File: config.mk
export PLATFORM = sky130hd
export DESIGN_NAME = uart_rx_deserializer
export DESIGN_NICKNAME = d
export VERILOG_FILES = /design/src/rtl/uart_rx_deserializer.sv
export SDC_FILE = /design/constraint.sdc
export NUM_CORES = 1
export LEC_CHECK = 0
export BUFFER_PORTS_ARGS = -buffer_cell sky130_fd_sc_hd__buf_2
export CAP_MARGIN = 10
export CORE_ASPECT_RATIO = 2
export CORE_MARGIN = 3
export CORE_UTILIZATION = 57
export DETAILED_ROUTE_END_ITERATION = 6
export GPL_TIMING_DRIVEN = 1
export PLACE_DENSITY_LB_ADDON = 0.15
export SYNTH_ARGS = -nofsm -noshare
export SYNTH_HDL_FRONTEND = slang
export SYNTH_SLANG_ARGS = --single-unit
File: constraint.sdc
create_clock -name Clk -period 2.1 [get_ports Clk]
set_clock_uncertainty 0.1 [all_clocks]
set_input_delay 0.315 -clock Clk [delete_from_list [all_inputs] [get_ports Clk]]
set_output_delay 0.315 -clock Clk [all_outputs]
set_load 0.005 [all_outputs]
File: src/rtl/uart_rx_deserializer.sv
// uart_rx_deserializer
//   Oversampling UART receiver. Recovers frames of the form
//   start bit, DATA_BITS data bits (LSB first), optional parity bit, one stop bit.
//   Each good word is presented on Rx_Data together with a one-cycle Data_Rdy
//   strobe. Parity errors are flagged with that strobe, and framing errors are
//   flagged with their own strobe.
//
// Ports
//   Clk        in   system clock, all logic on posedge
//   Rst_n      in   asynchronous active-low reset
//   Baud_Tick  in   one-Clk enable pulse at OVERSAMPLE x baud rate
//   Rx_Serial  in   asynchronous serial line, idle high
//   Rx_Data    out  last good received word (held between strobes)
//   Data_Rdy   out  one-Clk pulse, Rx_Data updated this cycle
//   Parity_Err out  valid with Data_Rdy: parity mismatch on that word
//   Frame_Err  out  one-Clk pulse: stop bit sampled low
//   Rx_Busy    out  high whenever the receiver is not idle
module uart_rx_deserializer #(
  parameter int DATA_BITS  = 8,
  parameter int OVERSAMPLE = 16,
  parameter int PARITY_EN  = 1,
  parameter int PARITY_ODD = 0
) (
  input  logic                 Clk,
  input  logic                 Rst_n,
  input  logic                 Baud_Tick,
  input  logic                 Rx_Serial,
  output logic [DATA_BITS-1:0] Rx_Data,
  output logic                 Data_Rdy,
  output logic                 Parity_Err,
  output logic                 Frame_Err,
  output logic                 Rx_Busy
);

  localparam int TW = $clog2(OVERSAMPLE);
  localparam int BW = $clog2(DATA_BITS + 1);

  localparam logic [TW-1:0] TICK_MID  = TW'(OVERSAMPLE / 2 - 1);
  localparam logic [TW-1:0] TICK_LAST = TW'(OVERSAMPLE - 1);
  localparam logic [BW-1:0] BIT_LAST  = BW'(DATA_BITS - 1);

  typedef enum logic [2:0] {
    IDLE,
    START,
    DATA,
    PARITY,
    STOP,
    BREAK
  } state_t;

  state_t                 state, state_nx;
  logic                   sync1, sync2;
  logic [TW-1:0]          tick_cnt, tick_nx;
  logic [BW-1:0]          bit_cnt, bit_nx;
  logic [DATA_BITS-1:0]   shift, shift_nx;
  logic                   perr_hold, perr_hold_nx;
  logic [DATA_BITS-1:0]   data_nx;
  logic                   rdy_nx, perr_out_nx, ferr_nx;
  logic                   rx_s;

  // True when the received data plus parity bit violate the chosen parity.
  function automatic logic parity_bad(input logic [DATA_BITS-1:0] d, input logic pbit);
    return (^d) ^ pbit ^ (PARITY_ODD != 0);
  endfunction

  assign rx_s = sync2;

  always_comb begin
    state_nx     = state;
    tick_nx      = tick_cnt;
    bit_nx       = bit_cnt;
    shift_nx     = shift;
    perr_hold_nx = perr_hold;
    data_nx      = Rx_Data;
    rdy_nx       = 1'b0;
    perr_out_nx  = 1'b0;
    ferr_nx      = 1'b0;

    if (Baud_Tick) begin
      case (state)
        IDLE: begin
          if (!rx_s) begin
            state_nx = START;
            tick_nx  = '0;
          end
        end

        // Re-check the line at the middle of the start bit; a high level
        // means the falling edge was a glitch.
        START: begin
          if (tick_cnt == TICK_MID) begin
            tick_nx = '0;
            if (rx_s) begin
              state_nx = IDLE;
            end else begin
              state_nx = DATA;
              bit_nx   = '0;
            end
          end else begin
            tick_nx = tick_cnt + 1'b1;
          end
        end

        // Counting from mid-start, every full bit period lands mid-bit.
        // Shifting in at the MSB leaves the first (LSB) bit at bit 0.
        DATA: begin
          if (tick_cnt == TICK_LAST) begin
            tick_nx  = '0;
            shift_nx = {rx_s, shift[DATA_BITS-1:1]};
            bit_nx   = bit_cnt + 1'b1;
            if (bit_cnt == BIT_LAST) begin
              state_nx = (PARITY_EN != 0) ? PARITY : STOP;
            end
          end else begin
            tick_nx = tick_cnt + 1'b1;
          end
        end

        PARITY: begin
          if (tick_cnt == TICK_LAST) begin
            tick_nx      = '0;
            perr_hold_nx = parity_bad(shift, rx_s);
            state_nx     = STOP;
          end else begin
            tick_nx = tick_cnt + 1'b1;
          end
        end

        // Returning to IDLE at mid-stop lets a back-to-back start bit be caught.
        STOP: begin
          if (tick_cnt == TICK_LAST) begin
            tick_nx = '0;
            if (rx_s) begin
              state_nx    = IDLE;
              data_nx     = shift;
              rdy_nx      = 1'b1;
              perr_out_nx = (PARITY_EN != 0) ? perr_hold : 1'b0;
            end else begin
              state_nx = BREAK;
              ferr_nx  = 1'b1;
            end
          end else begin
            tick_nx = tick_cnt + 1'b1;
          end
        end

        // Absorb a held-low line so it reports only one framing error.
        BREAK: begin
          if (rx_s) begin
            state_nx = IDLE;
          end
        end

        default: state_nx = IDLE;
      endcase
    end
  end

  always_ff @(posedge Clk or negedge Rst_n) begin
    if (!Rst_n) begin
      sync1      <= 1'b1;
      sync2      <= 1'b1;
      state      <= IDLE;
      tick_cnt   <= '0;
      bit_cnt    <= '0;
      shift      <= '0;
      perr_hold  <= 1'b0;
      Rx_Data    <= '0;
      Data_Rdy   <= 1'b0;
      Parity_Err <= 1'b0;
      Frame_Err  <= 1'b0;
      Rx_Busy    <= 1'b0;
    end else begin
      sync1      <= Rx_Serial;
      sync2      <= sync1;
      state      <= state_nx;
      tick_cnt   <= tick_nx;
      bit_cnt    <= bit_nx;
      shift      <= shift_nx;
      perr_hold  <= perr_hold_nx;
      Rx_Data    <= data_nx;
      Data_Rdy   <= rdy_nx;
      Parity_Err <= perr_out_nx;
      Frame_Err  <= ferr_nx;
      Rx_Busy    <= (state_nx != IDLE);
    end
  end

endmodule
==> out/metrics.yaml <==
final_layout:
  layout_commonest_cell: "dfrtp_1"
  diodes: 0
  finalNetCount: 158
  syn_to_final_growth_pct: 11.3
  finish.utilization: 0.682
  fill_cells: 192
  drive_gt1_frac: 0.320
  fin_area_um2: 1780
  layout_common_cells: "dfrtp_1 (31), mux2_2 (19), buf_2 (15)"
routing:
  dr.pass1.iters: 4
  routed_via_density: 5.96
  drt-total-wl_um: 3020
  avgRoutedWirePerCell_um: 16.7
  drtAntennaViolNets: 0
  vias: 1079
  drtIter0Drc: 5
  drc: 0
worst_setup_path:
  ff2ff_path_depth: 5
  r2r_slack_ns: 0.11
  critPathCaptureType: "flop"
  crit_fanout: 10
  cp.required_ns: 2.17
  r2r_end: "Rx_Busy"
  rr_startpoint: "state[0]"
  crit_type: "flop to flop"
  crit_arrival_ns: 2.05
  start_kind: "flop"
logic_synthesis:
  synthTopCellsByArea: "dfrtp_1 (50%), mux2_2 (13%), dfstp_2 (3.3%), xnor2_1 (3.3%), xor2_1 (2.2%)"
  synth_top_area_cell: "dfrtp_1"
  syn-num-nets: 140
  synth_cells: 134
  synth_top_area_share: 0.502
  synth-edff-count: 0
  yosysSeqAreaShare: 0.535
  synth-async-reset-ratio: 1.00
  synth_seq_cells: 34
  synthFlopType: "dfrtp_1"
  syn_area_um2: 1600
  postSynthAreaPerCell_um2: 11.9
  synth.distinct_cells: 36
  yosysWarnings: 0
global_route:
  grt_use_total: 0.196
  antenna_found_initial: 0
  grt_overflow_total: 0
  grt_max_degree: 35
  grt_pass1_vias: 1203
  grt_pass1_wl_um: 4990
power_and_ir_drop:
  p_leak_nw: 0.895
  clockPowerShare: 0.314
  swShare: 0.281
  p_comb_frac: 0.155
  power_mw: 1.46
  intPower_mw: 1.05
  powerDensity_nw_per_um2: 821
  ir_drop_v: 0.000706
  p_sw_mw: 0.410
  seq_power_share: 0.530
floorplanning:
  die_w_um: 43.4
  boundaryPins: 16
  design.core.area_um2: 2600
  chipHeight_um: 80.8
  die-area_um2: 3510
  num_rows: 26
  start_util: 0.613
clocking:
  h-tree-depth: 2
  cts_buffer_depth: 2
  clock_latency_ns: 0.28
  cts_tree: "done"
  clock-sinks: 34
  clkTransAtPathRegs_ns: 0.07
  cts_root_buf: "clkbuf_8"
  cts_buffers: 5
sta:
  maxSlewHeadroom: 0.507
  worst_pin_slew_ns: 0.739
  rsz0062_at_grt: "false"
  setup_viol: 0
  fmax_mhz: 504
  hold_viol: 24
  finalCritPeriodShare: 0.945
  min_period_ns: 1.99
  final.setup.tns_ns: 0
  finalMaxSlewViolations: 0
  layout_setup_ws_ns: 0.114
  timing.hold.ws_ns: -0.0117
job:
  maxCapViolations: 0
place:
  portBuffers: 15
  gp_congestion: 0.870
  place_area_um2: 1690
  place_hpwl_um: 2240
  pre_cts_ws_ns: 0.106
outcome:
  outcome: "finished with violations"
  violations: "negative hold slack"
hold_path:
  holdCritPathClass: "input port to async pin"
-- layer usage --
layer	GRT usage	wire (um)	vias to the layer above
met5	0	0	-
met3	0.0510	86	11
met2	0.386	1810	18
met1	0.156	1020	535
li1	-	-	515
met4	0.127	105	0
-- layout make-up --
cell class | count | area (um2) | area share
multi-input combinational | 93 | 706 | 0.397
sequential | 34 | 855 | 0.481
inverter | 1 | 3.75 | 0.00211
clock buffer | 6 | 72.6 | 0.0409
clock inverter | 2 | 13.8 | 0.00775
tap | 28 | 35.0 | 0.0197
timing repair buffer | 17 | 90.1 | 0.0507
-- worst max-delay path by stage --
stage	slack, ns	cells after the start	from	endpoint
after floorplan	0.28	6	tick_cnt[0]	Rx_Busy
after global placement	0.17	5	state[1]	Rx_Busy
after detailed placement	0.11	6	tick_cnt[0]	bit_cnt[0]
after CTS	0.09	6	tick_cnt[0]	bit_cnt[0]
after global routing	0.02	6	tick_cnt[0]	Rx_Busy
final	0.11	5	state[0]	Rx_Busy
-- synth_stat cells (3+ instances only) --
master / count
dfrtp_1: 32
mux2_2: 19
nand2_1: 9
xnor2_1: 6
nand3_1: 5
o21ai_0: 5
a21o_1: 4
buf_2: 4
nor2_1: 4
or3_1: 4
xor2_1: 4
a21oi_1: 3
and3_1: 3
nand2b_1: 3
-- timing repair --
action | in CTS | in global routing
setup buffers | 0 | 0
endpoints found under the setup margin | 0 | 6
resized for setup | 0 | 4
hold buffers | 0 | 0
-- worst max-delay path: stages, from the launching register on --
cell       delay, ns
dfrtp_1         0.54
nand2b_1        0.27
o32a_1          0.19
o2111ai_1       0.11
mux2_2          0.29
or3_1           0.36
-- through the flow --
stage | cells | hold WS [ns]
finish | 181 | -0.0117
CTS | 181 | 0.0134
floorplan | 134 | -0.0806
global placement | 173 | 0.246
global route | 181 | 0.0142
detailed placement | 173 | 0.249
-- power by group through the flow --
stage          clock network, mW  logic, mW  registers (mW)
2_1_floorplan                  0      0.195           0.753
3_3_place_gp                   0      0.216           0.779
3_5_place_dp                   0      0.225           0.782
4_1_cts                    0.477      0.225           0.770
5_1_grt                    0.500      0.262           0.781
6_report                   0.458      0.227           0.773
-- logic make-up after synthesis --
family	share of synthesized area
and+or+nand+nor	0.135
DFF	0.535
AOI/OAI and AO/OA	0.0886
muxes	0.147
xor gates and xnor gates	0.0549
buffers and inverters	0.0243
adders and majority gates	0.0157
-- registers in the layout, indices dropped and copies added, names as in the netlist --
name / flops
Data_Rdy: 1
Frame_Err: 1
Parity_Err: 1
Rx_Busy: 1
Rx_Data: 8
bit_cnt: 4
perr_hold: 1
rx_s: 1
shift: 8
state: 3
sync1: 1
tick_cnt: 4
Power figures use the tool's default switching activity.
